$ cat config.mk
export PLATFORM = sky130hd
export DESIGN_NAME = dac_sample_pacer
export DESIGN_NICKNAME = d
export VERILOG_FILES = /design/src/rtl/dac_sample_pacer.sv
export SDC_FILE = /design/constraint.sdc
export NUM_CORES = 1
export LEC_CHECK = 0
export ABC_CLOCK_PERIOD_IN_PS = 4300
export BUFFER_PORTS_ARGS = -buffer_cell sky130_fd_sc_hd__buf_2
export CORE_MARGIN = 4
export CORE_UTILIZATION = 25
export CTS_BUF_LIST = sky130_fd_sc_hd__clkbuf_8
export DETAILED_ROUTE_END_ITERATION = 8
export PLACE_DENSITY = 0.48
export SYNTH_ARGS = -nofsm -noshare
export SYNTH_HDL_FRONTEND = slang
export SYNTH_SLANG_ARGS = --single-unit
$ cat constraint.sdc
create_clock -name clk -period 4.3 [get_ports clk]
set_input_delay 0.43 -clock clk [delete_from_list [all_inputs] [get_ports clk]]
set_output_delay 0.43 -clock clk [all_outputs]
set_load 0.05 [all_outputs]
$ cat src/rtl/dac_sample_pacer.sv
// Stereo sample FIFO and rate pacer feeding the SPI DAC driver. Signed 16-bit pairs are
// buffered, popped at a programmable rate, converted to 12-bit offset-binary with
// round-half-up and positive saturation, and presented with a stretched ready level.
module dac_sample_pacer #(
  parameter int unsigned DEPTH      = 8,
  parameter int unsigned READY_HOLD = 8
) (
  input  logic                     clk,
  input  logic                     rstb,
  input  logic [15:0]              in_l,
  input  logic [15:0]              in_r,
  input  logic                     in_valid,
  output logic                     in_ready,
  input  logic                     enable,
  input  logic [15:0]              rate_div,
  input  logic                     underrun_clr,
  output logic [11:0]              sample_in_1,
  output logic [11:0]              sample_in_2,
  output logic                     sample_ready,
  output logic                     underrun,
  output logic [$clog2(DEPTH):0]   level
);

  localparam int unsigned AW = $clog2(DEPTH);
  localparam int unsigned HW = $clog2(READY_HOLD + 1);

  logic [15:0]   mem_l_q [DEPTH];
  logic [15:0]   mem_r_q [DEPTH];
  logic [AW-1:0] wr_ptr_q, wr_ptr_d;
  logic [AW-1:0] rd_ptr_q, rd_ptr_d;
  logic [AW:0]   level_q, level_d;
  logic [15:0]   pace_q, pace_d;
  logic [HW-1:0] hold_q, hold_d;
  logic [11:0]   out1_q, out1_d;
  logic [11:0]   out2_q, out2_d;
  logic          underrun_q, underrun_d;
  logic          push, tick, pop;

  // Round half up at bit 3, saturate on positive overflow, flip MSB for offset-binary.
  function automatic logic [11:0] to_dac(input logic [15:0] x);
    logic [16:0] s;
    s = {x[15], x} + 17'd8;
    if (!s[16] && s[15]) begin
      return 12'hFFF;
    end
    return {~s[15], s[14:4]};
  endfunction

  // Handshake and pacer decode; in_ready deliberately ignores a same-cycle pop.
  always_comb begin
    in_ready = (level_q != (AW+1)'(DEPTH));
    push     = in_valid && in_ready;
    tick     = enable && (pace_q == 16'd0);
    pop      = tick && (level_q != '0);
  end

  // Next-state for pointers, level, pacer, hold counter, outputs and underrun flag.
  always_comb begin
    wr_ptr_d   = wr_ptr_q;
    rd_ptr_d   = rd_ptr_q;
    level_d    = level_q;
    pace_d     = pace_q;
    hold_d     = hold_q;
    out1_d     = out1_q;
    out2_d     = out2_q;
    underrun_d = underrun_q;

    if (push) begin
      wr_ptr_d = wr_ptr_q + AW'(1);
    end
    if (pop) begin
      rd_ptr_d = rd_ptr_q + AW'(1);
      out1_d   = to_dac(mem_l_q[rd_ptr_q]);
      out2_d   = to_dac(mem_r_q[rd_ptr_q]);
    end
    level_d = level_q + (AW+1)'(push) - (AW+1)'(pop);

    // Counter parks at zero while disabled so the first enabled cycle ticks.
    if (!enable) begin
      pace_d = 16'd0;
    end else if (pace_q == 16'd0) begin
      pace_d = rate_div;
    end else begin
      pace_d = pace_q - 16'd1;
    end

    if (pop) begin
      hold_d = HW'(READY_HOLD);
    end else if (hold_q != '0) begin
      hold_d = hold_q - HW'(1);
    end

    // A set from an empty tick takes priority over a clear in the same cycle.
    if (tick && !pop) begin
      underrun_d = 1'b1;
    end else if (underrun_clr) begin
      underrun_d = 1'b0;
    end
  end

  // Sample storage; contents are don't-care until written, so no reset.
  always_ff @(posedge clk) begin
    if (push) begin
      mem_l_q[wr_ptr_q] <= in_l;
      mem_r_q[wr_ptr_q] <= in_r;
    end
  end

  // Control and output state registers.
  always_ff @(posedge clk or negedge rstb) begin
    if (!rstb) begin
      wr_ptr_q   <= '0;
      rd_ptr_q   <= '0;
      level_q    <= '0;
      pace_q     <= 16'd0;
      hold_q     <= '0;
      out1_q     <= 12'h800;
      out2_q     <= 12'h800;
      underrun_q <= 1'b0;
    end else begin
      wr_ptr_q   <= wr_ptr_d;
      rd_ptr_q   <= rd_ptr_d;
      level_q    <= level_d;
      pace_q     <= pace_d;
      hold_q     <= hold_d;
      out1_q     <= out1_d;
      out2_q     <= out2_d;
      underrun_q <= underrun_d;
    end
  end

  assign sample_in_1  = out1_q;
  assign sample_in_2  = out2_q;
  assign sample_ready = (hold_q != '0);
  assign underrun     = underrun_q;
  assign level        = level_q;

endmodule

Yosys cells after proc, flatten, opt, wreduce, memory -nomap -nowiden --
Memories as Yosys holds them, arrays and structs flattened. Index checks and enable logic that the tools add are counted.
Cells by class: equality and inequality tests 1, add/sub/neg operators 8, mux-type cells 16, bitwise operators 2, reductions and logical operators 14
Operators by type and width (number):
- two-way mux 12 bit | 4
- adder 16 x 5 -> 17 bit, second input constant | 2
- two-way mux 16 bit | 2
- logical NOT 16 bit | 1
- subtractor 16 x 1 -> 16 bit, second input constant | 1
- two-way mux 1 bit | 8
- two-way mux 4 bit | 2
- nonzero test 4 bit | 2
- adder 3 x 1 -> 3 bit, second input constant | 2
- logical AND 1 bit | 6
- adder 4 x 1 -> 4 bit | 1
- inequality test 4 bit, second input constant | 1
- nonzero test 2 bit | 2
- subtractor 4 x 1 -> 4 bit | 1
- subtractor 4 x 1 -> 4 bit, second input constant | 1
- logical NOT 1 bit | 3
- inverter 1 bit | 2
Word-level totals: bits in registers 55, output and inout bits 31, memories 2, logic and storage cells 51, bits in writable memories 256
Memory list:
- mem_l_q | words 8, width 16, rd ports 1, clocked after Yosys merged registers in 0, write ports 1, RTL line 27 | logic [15:0] mem_l_q [DEPTH];
- mem_r_q | words 8, width 16, rd ports 1, clocked after Yosys merged registers in 0, write ports 1, RTL line 28 | logic [15:0] mem_r_q [DEPTH];

Depth between registers and ports, before layout --
An unclocked memory read counts as a cell.
word-level depth 7, gate-level depth with buffers 13

Worst setup path before layout --
No wires, ideal clock.
path type register -> register, start register level_q[2], in the netlist level[2], end memory mem_l_q[0][10], enable pin, slack 0.160 ns, data required time 3.858 ns, arrival 3.699 ns, stages on the path, launching flop included 7, library setup time 0.442 ns, cell sequence dfrtp_1 inv_1 ha_1 nand2_1 nand2_1 or2_2 nor3_1
Between the ends: cells in the longest elaborated chain, start to end 4
Ends and longest elaborated chain:
- start, declared | RTL line 31 | logic [AW:0] level_q, level_d;
- start signal, assigned | RTL line 123 | level_q <= level_d;
- inequality test 4 bit | RTL line 51 | in_ready = (level_q != (AW+1)'(DEPTH));
- via in_ready | RTL line 13 | output logic in_ready,
- logical AND 1 bit | RTL line 52 | push = in_valid && in_ready;
- two-way mux 1 bit | RTL line 103 | if (push) begin
- two-way mux 1 bit (implied by the code) | RTL line 104 | mem_l_q[wr_ptr_q] <= in_l;
- end, declared | RTL line 27
The timed path passes the listed nets, and every way through them passes these cells.

Worst setup path after layout --
start register rd_ptr_q[0], end register out1_q[9], in the netlist sample_in_1[9]
Between the ends: cells in the longest elaborated chain, start to end 7
Ends and longest elaborated chain:
- start, declared | RTL line 30 | logic [AW-1:0] rd_ptr_q, rd_ptr_d;
- start signal, assigned | RTL line 122 | rd_ptr_q <= rd_ptr_d;
- memory read (8 x 16 bit) *
- adder 16 x 5 -> 17 bit * | RTL line 42 | s = {x[15], x} + 17'd8;
- logical NOT 1 bit | RTL line 43 | if (!s[16] && s[15]) begin
- logical AND 1 bit | RTL line 43
- two-way mux 1 bit | RTL line 43
- two-way mux 1 bit | RTL line 71 | if (pop) begin
- two-way mux 12 bit * | RTL line 46 | return {~s[15], s[14:4]};
- end signal, assigned | RTL line 126 | out1_q <= out1_d;
- end, declared | RTL line 34 | logic [11:0] out1_q, out1_d;
Every way passes the cells marked *; elsewhere a longest branch is shown, timed or not. The select of a mux whose other input is x is not followed. A chain may end at the register's enable or synchronous reset.

==> metrics <==
worst path arrival time between 3 and 4 ns; number of distinct standard cells referenced by the synthesized netlist 54; cts bufs inserted 45; final weighted congestion of routability-driven global placement ~0.76; GRT Util Overall a little over a tenth; share of power burned in registers approximately two fifths; leading register cell type out of synthesis edfxtp_1; hold slack final 0.05233 ns; mapped cell area approximately 11000 um^2; number of fill cells between 4000 and 5000; number of buffers on the longest clock path 3; overall overflow remaining after global route 0; final setup vio count 0; post-layout net count approximately 820; number of vias after detailed routing between 5000 and 6000; detailed-route vias per instance ~4.3; portion of total power attributed to combinational logic 36.0%; Sw Ratio 36.77%; cells resized by post-CTS repair 0; number of global-route vias before repair between 6000 and 7000; latest clock arrival within the worst-skew pair approximately 0.57 ns; first-pass GRT wire length 38.73 mm; shortest period the worst path allows approximately 3.4 ns; CP Capture Type register; post-detailed-placement cell area 12140 um^2; maximum clock rate between 0.2 and 0.3 GHz; power density cells a little over 700 nW/um^2; flip-flop and latch count after synthesis between 200 and 300; sum of routed wire length over all layers 25.56 mm; first drt pass iteration count 6; dominant cell type by area after synthesis edfxtp_1; power dissipated by switching net loads 3.381 mW; Std-Cell Core Area 43360 um^2; final setup margin 0.8643 ns; number of levels in the clock H-tree 2; CP required approximately 4.8 ns; number of standard cells in the layout, taps in and fillers out roughly 1400; total negative setup slack 0 ns; peak supply drop 0.3472 mV; outcome completed; number of warnings reported in the yosys synthesis log 0; final worst clock skew 0.01870 ns; worst hold path cell count 2; buffers added on ports between 70 and 80; half-perimeter wire length after placement roughly 15 mm; syn nets between 700 and 800; Syn-to-layout area delta 18.40%; worst-path maximum fanout 29; maximum capacitance violations 0; routed wire length per instance 18.63 um; Internal Pwr Total just under 6 mW; RSZ-0062 raised after global routing no; average instance area after synthesis approximately 17 um^2; Syn Inst Count between 600 and 700; post-route antenna net violation count 0; die outline height around 220 um; top cell type's share of synthesized area between 50% and 60%; drt drc 0; top cells by area, synth edfxtp_1 57%, dfrtp_1 12%, mux4_2 9.0%; final-report hold violation count 0; clock tree from TritonCTS yes; multi-input gate area in the final layout around 3200 um^2; fraction of final layout cells sized beyond drive strength 1 30.79%; I/O Pins between 80 and 90; worst reg-to-reg path cell count 6; standard-cell rows 76; kind of critical path reg2reg; dominant cell by count in the synthesized netlist edfxtp_1; drt first-iter violations 323; share of flip-flops with an asynchronous set or reset about a fifth; antenna violations before repair 7; number of clock sinks between 200 and 300; total die area ~48000 um^2; worst slack at placement 0.8260 ns; Clock power frac about a quarter; Critical Path Source Type register; post-route cell area between 10000 and 15000 um^2; worst max-slew margin expressed relative to the limit roughly a third; max-slew violation count 0; Lkg Pwr approximately 4.6 nW; overall power consumption slightly above 9 mW; share of the core filled with cells 30.10%; Tightest Pin Transition 1.027 ns; count of flip-flops with a built-in enable after synthesis 208; sequential fraction of the synthesis area between 60 and 70%; FF/Latch Area between 7000 and 8000 um^2; most frequent cells after synthesis 208 x edfxtp_1, 63 x nor2_1, 53 x dfrtp_1; Clock Root Buffer clkbuf_8; clock-pin slew on the worst setup and hold paths about 0.06 ns; class of the worst hold path in2reg; maximum number of pins on one net before global-route repair 32; starting density of the core approximately 25%; count of placed standard cells including taps approximately 1300; period utilisation layout between 70% and 80%; Die Span X 218.0 um
## power by group through the flow
| stage | Clock, mW | Sequential [mW] | Combinational (mW) |
|---|---|---|---|
| global placement | 0 | 3.75 | 3.36 |
| CTS | 2.28 | 3.71 | 3.38 |
| finish | 2.20 | 3.69 | 3.31 |
| floorplan | 0 | 4.03 | 2.18 |
| detailed placement | 0 | 3.76 | 3.38 |
| global route | 2.42 | 3.76 | 3.62 |
## flip-flops by register name, summed over array words and instances, names as in the netlist
register / count
sample_in_2: 12
pace_q: 16
hold_q: 4
level: 4
wr_ptr_q: 3
sample_in_1: 12
underrun: 1
rd_ptr_q: 3
mem_l_q: 104
mem_r_q: 104
## metal layers
metal,share of wire [%],global-route usage [%],routed length [um],vias to the layer above
met2,48,17.56,12170,120
met1,45,13.79,11390,2994
li1,-,-,-,2713
met3,5.4,3.260,1378,48
met4,2.2,3.455,553,12
met5,0.25,0,64,-
## cells in the final DEF (no fill, tap or decap), drive strengths merged, types with 14 or more instances in the layout
cell type    n
xnor2       18
dfrtp       53
clkbuf      55
a21oi       18
nor2        63
inv         37
buf         97
mux2i       22
edfxtp     208
xor2        19
nand2       15
mux4        52
a211oi      15
ha          14
nor3        14
## cell families after synthesis
family,share of synthesized area [%]
flops,69.18
buf+inv,2.361
fa+ha+maj,1.771
xor+xnor,2.940
compound gates,4.143
mux,13.65
simple gates,5.960
## worst max-delay path, cell delays in order, from the launching register on
cell and delay (ns):
dfrtp_4 0.80, buf_4 0.46, mux4_2 0.29, mux2i_1 0.22
nor4_2 0.58, o2111ai_1 0.62, a31oi_1 0.35
## final cells by class
cell class	count	share of cell area [%]
clock inverters	27	1.045
clock buffers	55	5.801
well taps	585	5.609
multi-input cells	324	24.23
diodes	1	0.01918
inverters	19	0.5465
repair buffers	98	4.276
flip-flops and latches	263	58.48
## final timing paths
check	from	endpoint	slack, ns
max	rd_ptr_q[0]	sample_in_1[9]	0.86
max reg2reg	rd_ptr_q[0]	sample_in_1[9]	0.86
min in group asynchronous	rstb	hold_q[2]	0.42
max in group asynchronous	rstb	sample_in_1[11]	2.97
min	underrun_clr	underrun	0.05
min reg2reg	sample_in_1[11]	sample_in_1[11]	0.51
## repair_timing
action / in CTS / in global routing
hold endpoints to repair: 25 / 0
setup buffers: 0 / 0
hold buffers: 1 / 0
No activity file was read; power rests on OpenSTA's default activity.
